--- config.mk ---
export PLATFORM = sky130hd
export DESIGN_NAME = alu_share_arbiter_flat
export DESIGN_NICKNAME = d
export VERILOG_FILES = /design/src/rtl/alu_share_if.sv /design/src/rtl/alu_share_arbiter.sv /design/src/flat_wrapper.sv
export SDC_FILE = /design/constraint.sdc
export NUM_CORES = 1
export LEC_CHECK = 0
export ABC_AREA = 0
export CAP_MARGIN = 5
export CORE_MARGIN = 2
export CORE_UTILIZATION = 25
export DETAILED_ROUTE_END_ITERATION = 10
export PLACE_DENSITY = 0.6
export RECOVER_POWER = 25
export SYNTH_ARGS = -nofsm -noshare
export SYNTH_HDL_FRONTEND = slang
export SYNTH_SLANG_ARGS = --single-unit
--- constraint.sdc ---
create_clock -name clk -period 2.1 [get_ports clk]
set_clock_uncertainty 0.05 [all_clocks]
set_input_delay 0.63 -clock clk [delete_from_list [all_inputs] [get_ports clk]]
set_output_delay 0.63 -clock clk [all_outputs]
set_load 0.01 [all_outputs]
--- src/rtl/alu_share_if.sv ---
// Bundles the two request channels, the shared-ALU operand/result bus and the
// tagged response channel between the issue sources and alu_share_arbiter.
interface alu_share_if #(
  parameter int W   = 8,
  parameter int OPS = 3
);
  logic           req0_valid;
  logic           req0_ready;
  logic [OPS-1:0] req0_op;
  logic [W-1:0]   req0_a;
  logic [W-1:0]   req0_b;

  logic           req1_valid;
  logic           req1_ready;
  logic [OPS-1:0] req1_op;
  logic [W-1:0]   req1_a;
  logic [W-1:0]   req1_b;

  logic [OPS-1:0] alu_op;
  logic [W-1:0]   alu_a;
  logic [W-1:0]   alu_b;
  logic [W-1:0]   alu_out;

  logic           rsp_valid;
  logic           rsp_ready;
  logic           rsp_id;
  logic [W-1:0]   rsp_data;
  logic           rsp_zero;
  logic           rsp_err;

  // The arbiter side: serves both requesters and owns the ALU inputs.
  modport slave (
    input  req0_valid, req0_op, req0_a, req0_b,
    output req0_ready,
    input  req1_valid, req1_op, req1_a, req1_b,
    output req1_ready,
    output alu_op, alu_a, alu_b,
    input  alu_out,
    output rsp_valid, rsp_id, rsp_data, rsp_zero, rsp_err,
    input  rsp_ready
  );

  modport master (
    output req0_valid, req0_op, req0_a, req0_b,
    input  req0_ready,
    output req1_valid, req1_op, req1_a, req1_b,
    input  req1_ready,
    input  alu_op, alu_a, alu_b,
    output alu_out,
    input  rsp_valid, rsp_id, rsp_data, rsp_zero, rsp_err,
    output rsp_ready
  );
endinterface

--- src/rtl/alu_share_arbiter.sv ---
// Round-robin sharing of one combinational ALU between two requesters; each
// accepted operation is executed once and returned on a tagged response channel.
module alu_share_arbiter #(
  parameter int W   = 8,
  parameter int OPS = 3
) (
  input  logic        clk,
  input  logic        rst,
  alu_share_if.slave  bus
);

  typedef enum logic [1:0] {
    IDLE = 2'd0,
    EXEC = 2'd1,
    RESP = 2'd2
  } state_t;

  state_t         state_q, state_d;
  logic           last_grant_q, last_grant_d;
  logic [OPS-1:0] op_q, op_d;
  logic [W-1:0]   a_q, a_d;
  logic [W-1:0]   b_q, b_d;
  logic           id_q, id_d;
  logic           rsp_valid_q, rsp_valid_d;
  logic [W-1:0]   rsp_data_q, rsp_data_d;
  logic           rsp_err_q, rsp_err_d;

  logic           any_valid;
  logic           winner;
  logic           grant;

  function automatic logic op_error(input logic [OPS-1:0] op, input logic [W-1:0] b);
    return (op > OPS'(3)) || ((op == OPS'(3)) && (32'(b) >= 32'(W)));
  endfunction

  // Ready is masked by rst so that no handshake can appear while reset is held.
  always_comb begin
    any_valid = bus.req0_valid | bus.req1_valid;
    winner    = (bus.req0_valid & bus.req1_valid) ? ~last_grant_q : bus.req1_valid;
    grant     = (state_q == IDLE) & any_valid & ~rst;
  end

  assign bus.req0_ready = grant & ~winner;
  assign bus.req1_ready = grant &  winner;

  always_comb begin
    state_d      = state_q;
    last_grant_d = last_grant_q;
    op_d         = op_q;
    a_d          = a_q;
    b_d          = b_q;
    id_d         = id_q;
    rsp_valid_d  = rsp_valid_q;
    rsp_data_d   = rsp_data_q;
    rsp_err_d    = rsp_err_q;
    case (state_q)
      IDLE: begin
        if (grant) begin
          op_d         = winner ? bus.req1_op : bus.req0_op;
          a_d          = winner ? bus.req1_a  : bus.req0_a;
          b_d          = winner ? bus.req1_b  : bus.req0_b;
          id_d         = winner;
          last_grant_d = winner;
          state_d      = EXEC;
        end
      end
      EXEC: begin
        rsp_data_d  = bus.alu_out;
        rsp_err_d   = op_error(op_q, b_q);
        rsp_valid_d = 1'b1;
        state_d     = RESP;
      end
      RESP: begin
        if (bus.rsp_ready) begin
          rsp_valid_d = 1'b0;
          state_d     = IDLE;
        end
      end
      default: begin
        rsp_valid_d = 1'b0;
        state_d     = IDLE;
      end
    endcase
  end

  always_ff @(posedge clk or posedge rst) begin
    if (rst) begin
      state_q      <= IDLE;
      last_grant_q <= 1'b1;
      op_q         <= '0;
      a_q          <= '0;
      b_q          <= '0;
      id_q         <= 1'b0;
      rsp_valid_q  <= 1'b0;
      rsp_data_q   <= '0;
      rsp_err_q    <= 1'b0;
    end else begin
      state_q      <= state_d;
      last_grant_q <= last_grant_d;
      op_q         <= op_d;
      a_q          <= a_d;
      b_q          <= b_d;
      id_q         <= id_d;
      rsp_valid_q  <= rsp_valid_d;
      rsp_data_q   <= rsp_data_d;
      rsp_err_q    <= rsp_err_d;
    end
  end

  assign bus.alu_op    = op_q;
  assign bus.alu_a     = a_q;
  assign bus.alu_b     = b_q;
  assign bus.rsp_valid = rsp_valid_q;
  assign bus.rsp_id    = id_q;
  assign bus.rsp_data  = rsp_data_q;
  assign bus.rsp_err   = rsp_err_q;
  // Qualified by valid so the flag is 0 whenever no response is presented.
  assign bus.rsp_zero  = rsp_valid_q & (rsp_data_q == '0);

endmodule

--- src/flat_wrapper.sv ---
// flat-port wrapper written by rule: the top's interface ports become plain ports
module alu_share_arbiter_flat 
#(
  parameter int W   = 8,
  parameter int OPS = 3
)
  (clk, rst, bus_req0_valid, bus_req0_op, bus_req0_a, bus_req0_b, bus_req0_ready, bus_req1_valid, bus_req1_op, bus_req1_a, bus_req1_b, bus_req1_ready, bus_alu_op, bus_alu_a, bus_alu_b, bus_alu_out, bus_rsp_valid, bus_rsp_id, bus_rsp_data, bus_rsp_zero, bus_rsp_err, bus_rsp_ready);
  alu_share_if #(.W(W), .OPS(OPS)) bus_i ();
  input  logic clk;
  input  logic rst;
  input wire logic [$bits(bus_i.req0_valid)-1:0] bus_req0_valid;
  input wire logic [$bits(bus_i.req0_op)-1:0] bus_req0_op;
  input wire logic [$bits(bus_i.req0_a)-1:0] bus_req0_a;
  input wire logic [$bits(bus_i.req0_b)-1:0] bus_req0_b;
  output wire logic [$bits(bus_i.req0_ready)-1:0] bus_req0_ready;
  input wire logic [$bits(bus_i.req1_valid)-1:0] bus_req1_valid;
  input wire logic [$bits(bus_i.req1_op)-1:0] bus_req1_op;
  input wire logic [$bits(bus_i.req1_a)-1:0] bus_req1_a;
  input wire logic [$bits(bus_i.req1_b)-1:0] bus_req1_b;
  output wire logic [$bits(bus_i.req1_ready)-1:0] bus_req1_ready;
  output wire logic [$bits(bus_i.alu_op)-1:0] bus_alu_op;
  output wire logic [$bits(bus_i.alu_a)-1:0] bus_alu_a;
  output wire logic [$bits(bus_i.alu_b)-1:0] bus_alu_b;
  input wire logic [$bits(bus_i.alu_out)-1:0] bus_alu_out;
  output wire logic [$bits(bus_i.rsp_valid)-1:0] bus_rsp_valid;
  output wire logic [$bits(bus_i.rsp_id)-1:0] bus_rsp_id;
  output wire logic [$bits(bus_i.rsp_data)-1:0] bus_rsp_data;
  output wire logic [$bits(bus_i.rsp_zero)-1:0] bus_rsp_zero;
  output wire logic [$bits(bus_i.rsp_err)-1:0] bus_rsp_err;
  input wire logic [$bits(bus_i.rsp_ready)-1:0] bus_rsp_ready;
  assign bus_i.req0_valid = bus_req0_valid;
  assign bus_i.req0_op = bus_req0_op;
  assign bus_i.req0_a = bus_req0_a;
  assign bus_i.req0_b = bus_req0_b;
  assign bus_req0_ready = bus_i.req0_ready;
  assign bus_i.req1_valid = bus_req1_valid;
  assign bus_i.req1_op = bus_req1_op;
  assign bus_i.req1_a = bus_req1_a;
  assign bus_i.req1_b = bus_req1_b;
  assign bus_req1_ready = bus_i.req1_ready;
  assign bus_alu_op = bus_i.alu_op;
  assign bus_alu_a = bus_i.alu_a;
  assign bus_alu_b = bus_i.alu_b;
  assign bus_i.alu_out = bus_alu_out;
  assign bus_rsp_valid = bus_i.rsp_valid;
  assign bus_rsp_id = bus_i.rsp_id;
  assign bus_rsp_data = bus_i.rsp_data;
  assign bus_rsp_zero = bus_i.rsp_zero;
  assign bus_rsp_err = bus_i.rsp_err;
  assign bus_i.rsp_ready = bus_rsp_ready;
  alu_share_arbiter #(.W(W), .OPS(OPS)) u_core (.clk(clk), .rst(rst), .bus(bus_i));
endmodule
# Word level (Yosys, flattened, before mapping)
# Index checks and enable logic that the tools add are counted.
dict set report word_totals {
  word_cells 43
  reg_bits 33
  output_inout_bits 33
}
dict set report op_classes {
  bitwise_logic 11
  reduce_logical 7
  eq_ne 5
  order_cmp 2
  n_mux 9
}
# cell n
set ops {}
lappend ops {{8-bit two-way mux} 2}
lappend ops {{8-bit by 4-bit greater-or-equal comparator with 1-bit output (second input constant)} 1}
lappend ops {{8-bit logical NOT} 1}
lappend ops {{1-bit bitwise AND} 6}
lappend ops {{2-bit one-hot mux with 3 select lines} 1}
lappend ops {{2-bit AND reduction} 3}
lappend ops {{2-bit two-way mux} 2}
lappend ops {{1-bit inverter} 4}
lappend ops {{3-bit by 2-bit == test with 1-bit output (second input constant)} 1}
lappend ops {{3-bit by 2-bit > comparator with 1-bit output (second input constant)} 1}
lappend ops {{3-bit two-way mux} 1}
lappend ops {{1-bit one-hot mux with 3 select lines} 1}
lappend ops {{2-bit by 1-bit == test with 1-bit output (second input constant)} 1}
lappend ops {{2-bit == test (second input constant)} 1}
lappend ops {{2-bit logical NOT} 1}
lappend ops {{1-bit two-way mux} 2}
lappend ops {{2-bit by 1-bit != test with 1-bit output (second input constant)} 1}
lappend ops {{2-bit != test (second input constant)} 1}
lappend ops {{1-bit logical AND} 1}
lappend ops {{1-bit logical OR} 1}
lappend ops {{1-bit OR} 1}

# Longest topological paths before layout
dict set report logic_depth {
  depth_word 5
  depth_mapped 5
  ltp_nobuf 4
}

# Worst setup path after synthesis
# OpenSTA, ideal clock, no wires.
dict set report synth_path {
  path_kind {input to output}
  start {input bus_req1_valid}
  end {output bus_req0_ready}
  t_required_ns 1.420
  path_buffers 1
  arrival_time_ns 1.244
  setup_slack_ns 0.176
  stages 4
  cell_sequence {nor2b_1 -> buf_2 -> nand3b_1 -> inv_1}
}
dict set report synth_via {
  elab_chain_cells 4
  elab_cells_between_ends 7
}
# item line_no
set synth_lines {}
lappend synth_lines {{start, declared} flat_wrapper.sv:16} ;# input wire logic [$bits(bus_i.req1_valid)-1:0] bus_req1_valid;
lappend synth_lines {{1-bit OR / 1-bit bitwise AND (equally long branches)} {alu_share_arbiter.sv:38, alu_share_arbiter.sv:39}}
lappend synth_lines {{1-bit bitwise AND / 1-bit two-way mux (equally long branches)} {alu_share_arbiter.sv:40, alu_share_arbiter.sv:39}}
lappend synth_lines {{1-bit bitwise AND / 1-bit inverter (equally long branches)} {alu_share_arbiter.sv:40, alu_share_arbiter.sv:43}}
lappend synth_lines {{1-bit bitwise AND (*)} alu_share_arbiter.sv:43} ;# assign bus.req0_ready = grant & ~winner;
lappend synth_lines {{end, declared} flat_wrapper.sv:15} ;# output wire logic [$bits(bus_i.req0_ready)-1:0] bus_req0_ready;
# Every way passes the cells marked *; elsewhere a longest branch is shown, timed or not.

# Worst setup path after layout
dict set report layout_path {
  start {register u_core.rsp_data_q[7], in the netlist u_core.bus.rsp_data[7]}
  end {output bus_rsp_zero}
}
dict set report layout_via {
  elab_chain_cells 2
}
# item line_no
set layout_lines {}
lappend layout_lines {{start, declared} alu_share_arbiter.sv:25} ;# logic [W-1:0] rsp_data_q, rsp_data_d;
lappend layout_lines {{start signal, assigned} alu_share_arbiter.sv:105} ;# rsp_data_q <= rsp_data_d;
lappend layout_lines {{8-bit logical NOT} alu_share_arbiter.sv:118} ;# assign bus.rsp_zero = rsp_valid_q & (rsp_data_q == '0);
lappend layout_lines {{1-bit bitwise AND} alu_share_arbiter.sv:118}
lappend layout_lines {{end, declared} flat_wrapper.sv:28} ;# output wire logic [$bits(bus_i.rsp_zero)-1:0] bus_rsp_zero;
# Every way passes these cells.

==> flow_metrics.tcl <==
set metrics [dict create \
    setup_viol 1 \
    grt_pass1_vias 1400 \
    syn_nets 185 \
    ant_nets 0 \
    core_area_mm2 0.00596 \
    slew_headroom_pct 39.4 \
    p_total_uw 3140 \
    pre_cts_slack_ns -0.702 \
    min_path_type "reg2reg" \
    viasPerCell 4.59 \
    clk_pin_slew_ns 0.07 \
    mostFrequentLayoutCell "clkdlybuf4s50_1" \
    grt_pass1_wl_mm 6.81 \
    p_leak_uw 0.00112 \
    seq_area_frac_synth_pct 53.6 \
    place_congestion 0.735 \
    worst_pin_slew_ns 0.908 \
    postLayoutSetupSlackWorst_ns -0.000217 \
    ir_drop_v 0.000562 \
    intPower_uw 2170 \
    synthTopCellsByArea "dfrtp_1 52%, a221o_1 12%, nor3_2 6.5%, mux2_2 5.8%, nand2_1 4.9%" \
    n_fill_cell 615 \
    die_y_um 82.6 \
    numCtsBuffers 5 \
    design_area_mm2 0.00267 \
    finalCriticalPeriod_ns 2.10 \
    dpl.hpwl_mm 3.27 \
    yosys.area.top_type "dfrtp_1" \
    pwr_density_cell_mw_per_mm2 1180 \
    crit_arrival_ns 1.42 \
    status "finished with violations" \
    drive_gt1_share_pct 22.3 \
    crit_path_end_kind "output port" \
    fmax_mhz 476 \
    wirelength_mm 4.37 \
    ys_ff_latch 33 \
    antenna_found_initial 0 \
    holdWs_ns 0.445 \
    combPwrFrac_pct 47.0 \
    hold_viol_final 0 \
    fp.dieW_um 82.6 \
    critPathKind "reg2out" \
    io_buffers 83 \
    numClockSinks 33 \
    p_clk_share_pct 16.4 \
    nets 283 \
    fin_util_pct 44.8 \
    clk_latency_ns 0.27 \
    grt_max_degree 20 \
    cts_max_level 2 \
    syn_inst 134 \
    grt_usage_pct 13.2 \
    initial_utilization_pct 25.9 \
    ys_types 25 \
    layout_common_cells "77 x clkdlybuf4s50_1, 32 x dfrtp_1, 20 x nand2_1, 19 x a221o_1, 15 x buf_4" \
    num_io_pins 84 \
    drv_slew 0 \
    seq_area_um2 827 \
    wl_per_cell_um 14.2 \
    syn_area_per_cell_um2 11.5 \
    syn-cell-area_mm2 0.00154 \
    drc 0 \
    dr.pass1.iters 4 \
    vias 1415 \
    first_iter_violations 48 \
    cts_tree "done" \
    yosysTopAreaCellShare_pct 51.9 \
    rows 28 \
    p_sw_share_pct 31.1 \
    crit_required_ns 1.42 \
    rsz0062_at_grt "yes" \
    switching_power_uw 978 \
    min_period_over_period_pct 100 \
    num_antenna_cells 0 \
    violations "setup timing" \
    start_kind "flop" \
    dieArea_mm2 0.00682 \
    placed_cell_area_mm2 0.00255 \
    area_growth_pct 72.8 \
    p_seq_share_pct 36.6 \
    cap_violations 0 \
    multiInputGateArea_um2 654 \
    grt.overflow.total 0 \
    path_max_fanout 2 \
    ys_warn_count 0 \
    root_buffer "clkbuf_8" \
    clock_path_buffers 2 \
]
layout make-up:
type                       count  area share, %
clock buffer                   7           3.61
clock inverter                 1          0.188
inverter                       4          0.563
multi-input combinational     86           24.5
sequential                    33           31.0
tap                           75           3.52
timing repair buffer         102           36.6
through the flow:
| stage | std cells | TNS (ns) |
|---|---|---|
| after CTS | 308 | 0 |
| after detailed placement | 298 | -4.06 |
| after global placement | 298 | -3.62 |
| after floorplan | 134 | 0 |
| after global routing | 308 | -0.0736 |
| final | 308 | -0.000217 |
power by group through the flow:
| stage | Clock, µW | Sequential (µW) | Combinational [µW] |
|---|---|---|---|
| final | 514 | 1150 | 1480 |
| after global routing | 576 | 1200 | 1600 |
| after CTS | 536 | 1150 | 1500 |
| after detailed placement | 0 | 1150 | 1490 |
| after global placement | 0 | 1140 | 1470 |
| after floorplan | 0 | 1260 | 485 |
critical path, cell delays in order (launching register included):
cell	delay (ns)
dfrtp_1	0.39
nor4_2	0.31
nand3b_1	0.12
nor4_1	0.16
buf_2	0.17
registers in the layout, indices dropped and copies added, names as in the netlist:
register / count
u_core.bus.alu_a: 8
u_core.bus.alu_b: 8
u_core.bus.rsp_data: 8
u_core.bus.alu_op: 3
u_core.state_q: 2
u_core.bus.rsp_err: 1
u_core.bus.rsp_id: 1
u_core.bus.rsp_valid: 1
u_core.last_grant_q: 1
Yosys cell counts (all sizes together):
cell	number
dfrtp	32
nand2	20
nor3	20
a221o	19
buf	9
mux2	8
inv	4
o21a	3
clkbuf	2
nand3b	2
nor2	2
nor2b	2
nor4	2
o21ai	2
a21o	1
a31oi	1
and3	1
dfstp	1
o211ai	1
or3	1
or4	1
per-layer routing:
| metal | routed length (µm) | GRT usage, % | part of all wire (%) | vias up |
|---|---|---|---|---|
| li1 | - | - | - | 691 |
| met1 | 1950 | 16.6 | 45 | 658 |
| met3 | 362 | 4.35 | 8.3 | 5 |
| met4 | 33 | 2.95 | 0.76 | 0 |
| met2 | 2030 | 22.2 | 46 | 61 |
| met5 | 0 | 0 | 0 | - |
kinds of logic after synthesis:
group / synth area share [%]
AND/OR/NAND/NOR: 19.0
flip-flops: 53.6
AO/OA/AOI/OAI: 15.8
buffers and inverters: 5.76
multiplexers: 5.84
final timing paths:
path | from | endpoint | slack (ns) | depth (start not counted)
worst max-delay path | u_core.bus.rsp_data[7]$_DFFE_PP0P_ | bus_rsp_zero | -0.0002 | 4
worst min-delay path | u_core.bus.rsp_id$_DFFE_PP0P_ | u_core.bus.rsp_id$_DFFE_PP0P_ | 0.44 | 1
worst max register to register | u_core.state_q[0]$_DFFE_PP0P_ | u_core.bus.alu_b[0]$_DFFE_PP0P_ | 0.52 | 5
worst min register to register | u_core.bus.rsp_id$_DFFE_PP0P_ | u_core.bus.rsp_id$_DFFE_PP0P_ | 0.44 | 1
max in group asynchronous | rst | u_core.bus.rsp_err$_DFFE_PP0P_ | 0.84 | 3
min in group asynchronous | rst | u_core.bus.rsp_id$_DFFE_PP0P_ | 0.58 | 3
timing repair:
action,in CTS,in global routing
setup buffers,2,0
hold buffers,0,0
resized for setup,23,2
setup endpoints to repair,3,2
pin swaps,3,2
(Power assumes the default switching activity.)
==> RTL change 1 (config.mk and constraints unchanged) <==
`W` is set to 8 in 3 places; all go to 10.
--- a/src/rtl/alu_share_if.sv
+++ b/src/rtl/alu_share_if.sv
@@ -1,7 +1,7 @@
 // Bundles the two request channels, the shared-ALU operand/result bus and the
 // tagged response channel between the issue sources and alu_share_arbiter.
 interface alu_share_if #(
-  parameter int W   = 8,
+  parameter int W   = 10,
   parameter int OPS = 3
 );
   logic           req0_valid;
--- a/src/rtl/alu_share_arbiter.sv
+++ b/src/rtl/alu_share_arbiter.sv
@@ -1,7 +1,7 @@
 // Round-robin sharing of one combinational ALU between two requesters; each
 // accepted operation is executed once and returned on a tagged response channel.
 module alu_share_arbiter #(
-  parameter int W   = 8,
+  parameter int W   = 10,
   parameter int OPS = 3
 ) (
   input  logic        clk,
--- a/src/flat_wrapper.sv
+++ b/src/flat_wrapper.sv
@@ -1,7 +1,7 @@
 // flat-port wrapper written by rule: the top's interface ports become plain ports
 module alu_share_arbiter_flat 
 #(
-  parameter int W   = 8,
+  parameter int W   = 10,
   parameter int OPS = 3
 )
   (clk, rst, bus_req0_valid, bus_req0_op, bus_req0_a, bus_req0_b, bus_req0_ready, bus_req1_valid, bus_req1_op, bus_req1_a, bus_req1_b, bus_req1_ready, bus_alu_op, bus_alu_a, bus_alu_b, bus_alu_out, bus_rsp_valid, bus_rsp_id, bus_rsp_data, bus_rsp_zero, bus_rsp_err, bus_rsp_ready);
Interface: changed (8 resized); port bits go from 84 to 100. The function was not compared with the original's and may differ.
==> RTL change 1 against the unedited design <==
Sequential cell count rose by 6. Global-route usage grew 1.2 points. Largest power group unchanged. The flow still finishes with violations (setup timing). Critical path depth unchanged. Synthesized cell count increased by 20%. Sequential share of layout area shrank 0.84 points. Cell count up 22%. Wire length increased by 33%. Design area is 22% higher. Total power is 26% higher. Area after synthesis is 22% higher. First-iteration DRC count up 31%. Setup slack worse by 0.035 ns.
==> RTL change 1: results (changes against the unedited design) <==
Setup path
  – R2R Path End: u_core.bus.rsp_data[1] (was u_core.bus.alu_b[0])
  – Reg2Reg Depth: 3 (was 5)
  – R2r setup slk: 0.45 ns (was 0.52 ns)
  – Critical Path Source: u_core.bus.rsp_data[8] (was u_core.bus.rsp_data[7])
  – Worst Path Arrival: 1.46 ns (was 1.42 ns)

Cells and area
  – Share of cells above drive strength 1: 0.2563 (was 0.2232)
  – Nets: 337 (was 283)
  – Number of fillers in the final layout: 734 (was 615)
  – Diodes inserted: 0 (unchanged)

Timing
  – Final Worst Setup Slack: -0.03570 ns (was -0.0002170 ns)
  – Slew HR: 0.3764 (was 0.3944)
  – Final setup viols: 1 (unchanged)

Logic synthesis
  – Count of cell types in the netlist: 28 (was 25)
  – Predominant post-synthesis flop cell: dfrtp_1 (unchanged)
  – Synth area leaders: dfrtp_1 (50%), a221o_1 (12%), nor3_2 (11%) (was dfrtp_1 (52%), a221o_1 (12%), nor3_2 (6.5%))
  – Most frequent cells after synthesis: dfrtp_1 (38), nand2_1 (26), a221o_1 (23), nor3_2 (21), mux2_2 (10) (was dfrtp_1 (32), nand2_1 (20), a221o_1 (19), nor3_1 (10), nor3_2 (10))
  – Register area share after synthesis: 0.5176 (was 0.5361)
  – Syn_nets: 222 (was 185)
  – Avg Inst Size Synth: 11.73 sq um (was 11.51 sq um)

Min path
  – Hold Crit Class: input pin to asynchronous set/reset pin (was flop to flop)

Route
  – Total wire length: 5.824 mm (was 4.370 mm)
  – WL/cell: 15.49 um (was 14.19 um)
  – Vias: 1732 (was 1415)
  – Initial DRC count: 63 (was 48)

Global route
  – Global-route wire length before repair: 9.425 mm (was 6.810 mm)
  – Vias in the first global route: 1835 (was 1400)
  – Pin count of the biggest net entering global routing: 25 (was 20)
  – Overall routing resource usage: 0.1444 (was 0.1324)

Place
  – DP Wirelength: 4.346 mm (was 3.266 mm)
  – RePlAce Congestion: 0.7558 (was 0.7354)
  – Post-Place Cells: 365 (was 298)
  – I/O Buffers: 99 (was 83)

Power and ir drop
  – VDD IR-drop max: 0.5396 mV (was 0.5619 mV)
  – Pleak: 1.324 nW (was 1.116 nW)

Run status
  – Outcome: finished, violations left (unchanged)
  – Failing checks: setup timing (unchanged)
==> RTL change 1: cell count changes after synthesis, moves of 3 or more <==
| cell | change |
|---|---|
| a221o_1 | +4 |
| nand2_1 | +6 |
| dfrtp_1 | +6 |
| nor3_2 | +11 |
| buf_4 | +3 |
| nor3_1 | -7 |
==> RTL change 1: worst min path at each step <==
stage | startpoint | endpoint | slack [ns] | cells after the start
2_1_floorplan | u_core.state_q[1] | u_core.state_q[1] | 0.47 | 1
3_3_place_gp | u_core.bus.rsp_id | u_core.bus.rsp_id | 0.43 | 1
3_5_place_dp | u_core.bus.rsp_id | u_core.bus.rsp_id | 0.43 | 1
4_1_cts | rst | u_core.bus.alu_a[2] | 0.25 | 2
5_1_grt | rst | u_core.bus.alu_a[2] | 0.27 | 2
6_report | rst | u_core.bus.alu_b[9] | 0.25 | 2
==> RTL change 1: layout make-up <==
class | instances | area share
repair buffers | 123 | 0.3574
clock inverters | 2 | 0.01853
multi-input cells | 104 | 0.2582
clock buffers | 6 | 0.02239
inverters | 3 | 0.003474
well taps | 99 | 0.03821
flip-flops and latches | 39 | 0.3018
==> RTL change 1: through the flow <==
stage / TNS (ns) / instance area (sq um) / setup slack [ns] / util
6_report: -0.03570 / 3242 / -0.03570 / 0.4446
5_1_grt: -0.1238 / 3242 / -0.09863 / 0.4446
4_1_cts: -0.03315 / 3254 / -0.03315 / 0.4463
3_5_place_dp: -4.068 / 3099 / -0.6757 / 0.4250
3_3_place_gp: -3.287 / 3099 / -0.6736 / 0.4250
2_1_floorplan: 0 / 1888 / 0.03013 / -
==> RTL change 1: kinds of logic after synthesis <==
family	Yosys count	share of synthesized area
and+or+nand+nor	62	0.2107
DFF	39	0.5176
AOI/OAI and AO/OA	32	0.1544
buffers and inverters	18	0.05765
muxes	10	0.05964
==> RTL change 1: critical path: stages, from the launching register on <==
cell and delay, ns:
dfrtp_1 0.39, nor4_2 0.32, nand2_1 0.09, nor4_1 0.18
buf_2 0.18
==> RTL change 1: layer usage <==
layer / track usage / vias up / routed length, um
li1: - / 825 / -
met1: 0.1832 / 840 / 2540
met2: 0.2413 / 60 / 2897
met3: 0.03506 / 7 / 310
met4: 0.04798 / 0 / 75
met5: 0 / - / 0
==> RTL change 1: report_power, final <==
| group | switching, mW | internal, mW | total, mW |
|---|---|---|---|
| logic | 0.684 | 1.15 | 1.84 |
| clock network | 0.271 | 0.475 | 0.747 |
| registers | 0.261 | 1.11 | 1.37 |
| total | 1.22 | 2.74 | 3.95 |
==> RTL change 1: repair_timing <==
item / in CTS / in global routing
gates cloned: 0 / 0
buffers inserted: 2 / 1
hold buffers: 0 / 0
resized for setup: 24 / 1
pin swaps: 2 / 1
endpoints found under the setup margin: 3 / 3
==> RTL change 2 (same flow settings) <==
Without the edit above. Re-encode `state_t` (3 states) as one-hot, 3 bits wide.
--- a/src/rtl/alu_share_arbiter.sv
+++ b/src/rtl/alu_share_arbiter.sv
@@ -9,10 +9,10 @@
   alu_share_if.slave  bus
 );
 
-  typedef enum logic [1:0] {
-    IDLE = 2'd0,
-    EXEC = 2'd1,
-    RESP = 2'd2
+  typedef enum logic [2:0] {
+    IDLE = 3'b001,
+    EXEC = 3'b010,
+    RESP = 3'b100
   } state_t;
 
   state_t         state_q, state_d;
Function: no difference found for any inputs over 10 cycles, from zero or initial values and one cycle with rst high; not proved beyond that.
==> RTL change 2 against the unedited design <==
The flow still finishes with violations (setup timing). Core utilization increased by 0.52 points. Design area increased by 2.3%. Setup slack got worse by 0.19 ns. Sequential cell count increased by 1. Cell count decreased by 6.5%. Wire length decreased by 7.6%. Combinational power increased by 6%. Sequential power about the same. Non-clock buffer count decreased by 1. Total power increased by 6.0%. Clock power increased by 18%. Area after synthesis increased by 2.4%. Via count decreased by 11%. Largest power group unchanged.
==> RTL change 2: results (changes against the unedited design) <==
Route
  – Met3 routed wirelength: 234 um (was 362 um)
  – Wl on met1: 1.643 mm (was 1.945 mm)
  – Initial DRC count: 22 (was 48)

Min path
  – Hold path start: u_core.bus.alu_a[5] (was u_core.bus.rsp_id)

Logic synthesis
  – Post-Syn Instances: 110 (was 134)
  – Register area share after synthesis: 0.5404 (was 0.5361)
  – Synth area leaders: dfrtp_1 (51%), mux2_2 (32%), dfstp_2 (3.3%) (was dfrtp_1 (52%), a221o_1 (12%), nor3_2 (6.5%))
  – Syn_nets: 161 (was 185)

Place
  – DP Wirelength: 3.056 mm (was 3.266 mm)
  – Placed standard-cell area: 2592 sq um (was 2552 sq um)
  – Post-Place Cells: 279 (was 298)
  – Worst slack, placed: -0.7251 ns (was -0.7020 ns)

Power and ir drop
  – Pleak: 1.109 nW (was 1.116 nW)

Run status
  – Outcome: finished, violations left (unchanged)
  – Failing checks: setup timing (unchanged)

Setup path
  – Worst Path Arrival: 1.61 ns (was 1.42 ns)
  – Top fanout value on the critical path: 3 (was 2)
  – Critical Path Source: u_core.state_q[0] (was u_core.bus.rsp_data[7])

Global route
  – Met2 Resource Use GR: 0.2082 (was 0.2218)
  – Pin count of the biggest net entering global routing: 24 (was 20)
  – Met3 GRT Util: 0.03363 (was 0.04348)
  – Overall routing resource usage: 0.1219 (was 0.1324)

Timing
  – Final setup viols: 3 (was 1)
  – Final Worst Setup Slack: -0.1887 ns (was -0.0002170 ns)

Cells and area
  – Share of cells above drive strength 1: 0.3850 (was 0.2232)
[RTL change 2: cell types whose count changed in the layout (fill, tap and decap cells not counted), moves of 2 or more]
cell	delta
buf_12	-2
nand2_1	-20
mux2i_1	+2
o21a_1	-2
nor3_2	-11
a221o_1	-19
mux2_2	+37
nor3_1	-9
nand3b_1	-2
[RTL change 2: power groups by stage]
stage	sequential, mW	clock [mW]	combinational, mW
2_1_floorplan	1.29	0	0.494
3_3_place_gp	1.15	0	1.56
3_5_place_dp	1.16	0	1.56
4_1_cts	1.15	0.637	1.59
5_1_grt	1.20	0.670	1.68
6_report	1.15	0.607	1.57
[RTL change 2: area by class of cell]
class	instances	area (sq um)
clock buffers	6	82.58
flip-flops and latches	34	853.3
multi-input cells	68	723.2
clock inverters	1	30.03
inverters	3	11.26
well taps	75	93.84
repair buffers	101	934.6
fillers	594	3297
[RTL change 2: worst max-delay path: stages (launching register included)]
cell and delay (ns):
dfstp_2 0.53, or3b_4 0.41, nor3_4 0.13, and2_1 0.14, buf_2 0.12
[RTL change 2: cell families after synthesis]
group                  after synthesis  share of synthesized area
AO/OA/AOI/OAI                        6                    0.02536
buffers and inverters                8                    0.02932
flip-flops                          34                     0.5404
multiplexers                        48                     0.3407
AND/OR/NAND/NOR                     14                    0.06419
[RTL change 2: worst paths after layout]
| check | end | slack, ns | cells past startpoint |
|---|---|---|---|
| worst max-delay path | bus_req1_ready | -0.19 | 4 |
| worst min-delay path | u_core.bus.alu_a[5] | 0.46 | 1 |
| worst max register to register | u_core.bus.alu_a[4] | 0.14 | 4 |
| worst min register to register | u_core.bus.alu_a[5] | 0.46 | 1 |
| max in group asynchronous | u_core.bus.alu_b[3] | 0.56 | 3 |
| min in group asynchronous | u_core.bus.alu_b[0] | 0.48 | 2 |
